## src/rtl/uart_pkg.sv

```systemverilog
// Shared UART timing constants and the divisor calculation used by baud_gen.
`timescale 1ns / 1ps
package uart_pkg;

    localparam int unsigned DEF_CLK_FREQ   = 100_000_000;
    localparam int unsigned DEF_BAUD_FAST  = 115_200;
    localparam int unsigned DEF_BAUD_SLOW  = 9_600;
    localparam int unsigned DEF_OVERSAMPLE = 8;

    typedef enum logic {
        BAUD_SEL_SLOW = 1'b0,
        BAUD_SEL_FAST = 1'b1
    } baud_sel_e;

    // Clock cycles per oversample tick, rounded to nearest.
    function automatic int unsigned calc_div(input int unsigned clk_freq,
                                             input int unsigned baud,
                                             input int unsigned os);
        return (clk_freq + (baud * os) / 2) / (baud * os);
    endfunction

    localparam int unsigned DIV_FAST = calc_div(DEF_CLK_FREQ, DEF_BAUD_FAST, DEF_OVERSAMPLE);
    localparam int unsigned DIV_SLOW = calc_div(DEF_CLK_FREQ, DEF_BAUD_SLOW, DEF_OVERSAMPLE);

endpackage

```

## src/rtl/tick_divider.sv

```systemverilog
// Loadable modulo-(last+1) counter with synchronous clear; wrap strobes on the terminal count.
`timescale 1ns / 1ps
module tick_divider #(
    parameter int unsigned W = 4
) (
    input  logic         clk,
    input  logic         rst,
    input  logic         clr,
    input  logic         en,
    input  logic [W-1:0] last,
    output logic         wrap
);

    logic [W-1:0] cnt;

    // A wrap is never reported in a clear cycle, so no pulse escapes a restart.
    assign wrap = en && !clr && (cnt == last);

    // Count 0..last while enabled, return to 0 on clear or after the terminal count.
    always_ff @(posedge clk or negedge rst) begin
        if (!rst) begin
            cnt <= '0;
        end else if (clr) begin
            cnt <= '0;
        end else if (en) begin
            cnt <= (cnt == last) ? '0 : cnt + W'(1);
        end
    end

endmodule

```

## src/rtl/baud_gen.sv

```systemverilog
// UART baud tick generator: tick_8x for RX oversampling, tick_1x for TX bit timing.
`timescale 1ns / 1ps
module baud_gen
    import uart_pkg::*;
#(
    parameter int unsigned CLK_FREQ   = DEF_CLK_FREQ,
    parameter int unsigned BAUD_FAST  = DEF_BAUD_FAST,
    parameter int unsigned BAUD_SLOW  = DEF_BAUD_SLOW,
    parameter int unsigned OVERSAMPLE = DEF_OVERSAMPLE
) (
    input  logic clk,
    input  logic rst,
    input  logic baud_select,
    output logic tick_1x,
    output logic tick_8x
);

    localparam int unsigned FAST_DIV = calc_div(CLK_FREQ, BAUD_FAST, OVERSAMPLE);
    localparam int unsigned SLOW_DIV = calc_div(CLK_FREQ, BAUD_SLOW, OVERSAMPLE);
    localparam int unsigned MAX_DIV  = (FAST_DIV > SLOW_DIV) ? FAST_DIV : SLOW_DIV;
    localparam int unsigned DIV_W    = $clog2(MAX_DIV);
    localparam int unsigned OS_W     = $clog2(OVERSAMPLE);

    localparam logic [DIV_W-1:0] FAST_LAST = DIV_W'(FAST_DIV - 1);
    localparam logic [DIV_W-1:0] SLOW_LAST = DIV_W'(SLOW_DIV - 1);
    localparam logic [OS_W-1:0]  OS_LAST   = OS_W'(OVERSAMPLE - 1);

    baud_sel_e        sel_q;
    logic             run_q;
    logic             restart;
    logic [DIV_W-1:0] div_last;
    logic             div_wrap;
    logic             os_wrap;

    // Registered copy of the rate request; a mismatch marks a rate change.
    always_ff @(posedge clk or negedge rst) begin
        if (!rst) begin
            sel_q <= BAUD_SEL_SLOW;
        end else begin
            sel_q <= baud_sel_e'(baud_select);
        end
    end

    // Low only until the first edge after reset, so that edge restarts timing
    // exactly like a rate change and the first tick lands DIV cycles after it.
    always_ff @(posedge clk or negedge rst) begin
        if (!rst) begin
            run_q <= 1'b0;
        end else begin
            run_q <= 1'b1;
        end
    end

    assign restart  = (baud_sel_e'(baud_select) != sel_q) || !run_q;
    assign div_last = (sel_q == BAUD_SEL_FAST) ? FAST_LAST : SLOW_LAST;

    tick_divider #(
        .W (DIV_W)
    ) u_div (
        .clk  (clk),
        .rst  (rst),
        .clr  (restart),
        .en   (1'b1),
        .last (div_last),
        .wrap (div_wrap)
    );

    // Enabled by the strobe that becomes tick_8x, so tick_1x registers in the same cycle.
    tick_divider #(
        .W (OS_W)
    ) u_os (
        .clk  (clk),
        .rst  (rst),
        .clr  (restart),
        .en   (div_wrap),
        .last (OS_LAST),
        .wrap (os_wrap)
    );

    // Register both ticks from the wrap strobes.
    always_ff @(posedge clk or negedge rst) begin
        if (!rst) begin
            tick_8x <= 1'b0;
            tick_1x <= 1'b0;
        end else begin
            tick_8x <= div_wrap;
            tick_1x <= os_wrap;
        end
    end

endmodule

```

## config.mk

```make
export PLATFORM = sky130hd
export DESIGN_NAME = baud_gen
export DESIGN_NICKNAME = d
export VERILOG_FILES = /design/src/rtl/uart_pkg.sv /design/src/rtl/tick_divider.sv /design/src/rtl/baud_gen.sv
export SDC_FILE = /design/constraint.sdc
export NUM_CORES = 1
export LEC_CHECK = 0
export BUFFER_PORTS_ARGS = -buffer_cell sky130_fd_sc_hd__buf_2
export CORE_UTILIZATION = 40
export CTS_CLUSTER_DIAMETER = 120
export DETAILED_ROUTE_END_ITERATION = 16
export HOLD_SLACK_MARGIN = 0.03
export PLACE_DENSITY = 0.58
export SLEW_MARGIN = 10
export SYNTH_ARGS = -nofsm -noshare
export SYNTH_HDL_FRONTEND = slang
export SYNTH_HIERARCHICAL = 1
export SYNTH_SLANG_ARGS = --single-unit
```

## constraint.sdc

```tcl
create_clock -name clk -period 3.94 [get_ports clk]
set_clock_uncertainty 0.15 [all_clocks]
set_input_delay 0.197 -clock clk [delete_from_list [all_inputs] [get_ports clk]]
set_output_delay 0.197 -clock clk [all_outputs]
set_load 0.02 [all_outputs]
```

* Word-level counts from Yosys, hierarchy flattened
Cells that the tools add are included.
** Cells by class
- Add/subtract/negate cells :: 2
- $mul :: 0
- Div/mod/pow operators :: 0
- Order comparisons :: 0
- Equality and inequality tests :: 3
- Shift-type cells :: 0
- Muxes and demuxes :: 6
- Bitwise operators :: 0
- Reductions and logical operators :: 7
** Operators by type and width (number)
- 11-bit two-way mux :: 3
- 11-bit by 1-bit adder with 11-bit output, second input constant :: 1
- 11-bit equality test :: 1
- 3-bit two-way mux :: 3
- 3-bit by 1-bit adder with 3-bit output, second input constant :: 1
- 3-bit equality test, second input constant :: 1
- 1-bit logical AND :: 3
- 1-bit logical NOT :: 2
- 2-bit nonzero test :: 1
- 1-bit logical OR :: 1
- 1-bit != test :: 1
** Word-level totals
- Flip-flop bits (word level) :: 18
- Bits in latches :: 0
- Memory bits (writable) :: 0
- Memory bits (read-only) :: 0
- Bits of input ports :: 3
- Output and inout bits :: 2
- Logic and storage cells :: 24
- Memories kept :: 0

* Longest topological paths before layout
- Depth in word-level cells :: 6
- Depth in mapped cells :: 9
- Depth with buffers taken out :: 8

* Modules after synthesis
Netlist, hierarchy kept.
** Modules (own cells, without submodules)
- tick_divider at u_div :: times used 1, cells each 83, area each 743.2 um2, sequential area each 275.3 um2
- tick_divider at u_os :: times used 1, cells each 21, area each 214.0 um2, sequential area each 75.1 um2
- baud_gen :: times used 1, cells each 9, area each 123.9 um2, sequential area each 100.1 um2

* Worst setup path before layout
Ideal clock, no wire load.
- Path type :: register to register
- Start point :: register sel_q
- End point :: register u_os.cnt[2]
- Setup time :: 0.082 ns
- Arrival time :: 1.860 ns
- Required time :: 3.708 ns
- Path slack :: 1.848 ns
- Cell stages (with the launch flop) :: 10
- Buffers on the path :: 1
- Clock period less this slack :: 2.092 ns
- Cell sequence :: dfrtp_1 inv_1 xor2_1 nor4_2 nand3_1 nor2_1 buf_6 a21oi_1 or3_1 a31oi_1
** On the way
- Elaborated cells on any way between the ends :: 8
- Classes of those cells :: eq/ne: 2; mux: 2; reduce/logical: 4
** RTL lines
- start, declared :: line baud_gen.sv:28 : baud_sel_e sel_q;
- start signal, assigned :: line baud_gen.sv:40 : sel_q <= baud_sel_e'(baud_select);
- 11-bit two-way mux :: line baud_gen.sv:55 : assign div_last = (sel_q == BAUD_SEL_FAST) ? FAST_LAST : SLOW_LAST;
- named net div_last[0] :: line baud_gen.sv:31 : logic [DIV_W-1:0] div_last;
- 11-bit equality test :: line tick_divider.sv:17 : assign wrap = en && !clr && (cnt == last);
- 1-bit logical AND :: line tick_divider.sv:17
- named net div_wrap :: line baud_gen.sv:32 : logic div_wrap;
- 2-bit nonzero test (no source line)
- end signal, assigned :: line tick_divider.sv:26 : cnt <= (cnt == last) ? '0 : cnt + W'(1);
- end, declared :: line tick_divider.sv:14 : logic [W-1:0] cnt;
The timed path passes the listed nets, and every way through them passes these cells.
A chain may end at the register's enable or synchronous reset.

* Final worst setup path
Same ends and word-level chain as after synthesis.

==> metrics.txt <==
CP Max Fanout 9; die area 2914 sq um; global-route wire length before repair approximately 3.3 mm; CTS clk-pin slew, worst paths 0.10 ns; Clk Latency, worst-skew pair 0.30 ns; fmax 412.8 MHz; Final min period 2.422 ns; Vias/cell 5.152; root buf cell clkbuf_4; final core utilization 0.4737; Synth Register Bits 18; DR vias between 800 and 900; CTS sink cnt 18; CTS Hold Bufs 2; RR Endpoint u_os/cnt[2]; Synth Flop Type dfrtp_1; total placed cells including tap cells ~150; multi-input logic area 600.6 sq um; layout cells sized above 1 0.1172; row cnt 18; CP max-delay cell dfrtp_1; GR Util met2 0.2675; Slew @ Worst Pin 0.8113 ns; # IOs 5; Post CTS Setup Buffer Count 0; Synth top area share 0.4167; core box area about 2500 sq um; WL/cell 12.23 microns; yosys warns 6; run status completed; Starting Density 0.4286; all-layer global routing usage 0.1649; FF+latch area 450.4 sq um; WL final 1.932 mm; largest net degree at the start of global routing 21; Final period util 0.6148; Resized Gates After CTS 0; crit path capture type flip-flop; Netlist cell types 35; setup_tns 0 ns; Final Setup Violations 0; met3 usage 0.05932; Synth-to-Final Area Change 10.53%; Worst Setup Start Kind flip-flop; Mapped Avg Cell Area about 9.6 sq um; Pins Over Slew Limit 0; ANT nets after route 0; Rel. slew slack 0.4571; hpwl dp 1.381 mm; Worst Path Required 4.01 ns; placed instance area 1139 sq um; diodes inserted 0; initial antenna violation count 0; met1 Resource Use GR 0.1924; Port Buffers 4; H-tree Lvls 1; Final nets roughly 130; Post-synth EDFFs 0; post-synthesis sequential area ratio 0.4167; P_leak 0.0005707 uW; Max-Cap Viols 0; R2R Setup Slk between 1.5 and 2 ns; CTS tree yes; final global-route overflow total 0; Max Root-Sink Buffers 2; critical path arrival 2.49 ns; R2R cell count 8; Num CTS Buffers 3; Critical Path Max Stage Delay about 0.46 ns; r2r startpoint sel_q; Tightest Hold Check Type primary input to asynchronous set/reset pin; GR peak layer met2; Synth area leaders dfrtp_1 42%, xor2_1 11%, a21oi_1 4.2%; first drt pass iteration count 4; Post-Syn Area about 1100 sq um; initial drt markers 5; Crit Path Category flip-flop to flip-flop; Non-Filler Instances 158; Async S/R FF share, synth 1.000; Fin. Hold Viols 0; worst vdd ir 0.1928 mV; Cells after Synth around 110; CP cell instances inv_1 -> xor2_1 -> nor4_2 -> nand3_1 -> nor2_1 -> a21oi_1 -> or3_1 -> a31oi_1; post-layout instance area 1195 sq um; Chip Height 53.99 microns; power per cell area roughly 280 nW/um^2; vias in the first global route 732; fillcell total 254; Final GP Congestion 0.7136; RSZ-0062 raised after global routing false; largest area contributor in the netlist dfrtp_1; DR DRC count 0; die extent in x between 50 and 60 microns
==> worst max-delay path by stage <==
stage                       end  startpoint  cells past startpoint
global placement    u_os/cnt[2]       sel_q                      8
CTS                 u_os/cnt[2]       sel_q                      8
floorplan           u_os/cnt[2]       sel_q                      9
global route        u_os/cnt[2]       sel_q                      8
detailed placement  u_os/cnt[2]       sel_q                      8
finish              u_os/cnt[2]       sel_q                      8
==> layout by cell type (no fill, tap or decap), types with 4 or more instances in the layout <==
| cell type | synthesis | final |
|---|---|---|
| buf_2 | 0 | 4 |
| dfrtp_1 | 18 | 18 |
| conb_1 | 2 | 10 |
| nand3_1 | 8 | 8 |
| xor2_1 | 13 | 13 |
| a21oi_1 | 9 | 9 |
| nand2_1 | 9 | 9 |
| nor2_1 | 6 | 6 |
| inv_1 | 6 | 6 |
==> area by class of cell <==
type | count | area share
flip-flops and latches | 18 | 0.3770
inverters | 6 | 0.01885
well taps | 30 | 0.03141
multi-input cells | 93 | 0.5026
repair buffers | 7 | 0.03979
clock buffers | 4 | 0.03037
==> routing by layer <==
layer  up-vias  wire length, microns
li1        419                     -
met1       383                   958
met2         8                   873
met3         4                    62
met4         0                    36
met5         -                     0
==> per-stage QoR <==
step                      power, uW  setup WS [ns]  hold WS (ns)
after floorplan               216.1          1.848       -0.2486
after detailed placement      222.7          1.528     -0.001368
after global routing          353.3          1.225        0.2220
final                         335.3          1.518        0.1941
after CTS                     338.6          1.505        0.2070
after global placement        222.1          1.649      0.002158
==> synthesized netlist by cell type, types with 3 or more instances <==
cell      n
nand3_1   8
nor2_1    6
mux2i_1   3
and3_1    3
xnor2_1   3
a21oi_1   9
xor2_1   13
nand2_1   9
inv_1     6
dfrtp_1  18
==> flip-flops by register name (all words and copies together) (netlist names) <==
register   flops
u_os/cnt       3
tick_8x        1
u_div/cnt     11
tick_1x        1
sel_q          1
run_q          1
==> logic make-up (layout without fill, tap and decap cells) <==
group	after synthesis	after routing	share of synthesized area
buf+inv	10	17	0.05555
compound gates	21	21	0.1250
flops	18	18	0.4167
mux	4	4	0.03819
simple gates	40	40	0.2049
xor+xnor	16	16	0.1296
other cells	2	10	0.006947
fa+ha+maj	2	2	0.02314
==> power by group <==
| part | internal (uW) | switching (uW) |
|---|---|---|
| clock network | 56.4 | 57.6 |
| registers | 187 | 2.54 |
| logic | 12.1 | 20.1 |
| total | 255 | 80.3 |
==> worst max-delay path: cells and delay by family, from the launching register on <==
family | cells | cell delay, ns
buf+inv | 1 | 0.14
compound gates | 2 | 0.25
xor+xnor | 1 | 0.19
simple gates | 4 | 1.16
flops | 1 | 0.46
No activity file was read; power rests on OpenSTA's default activity.
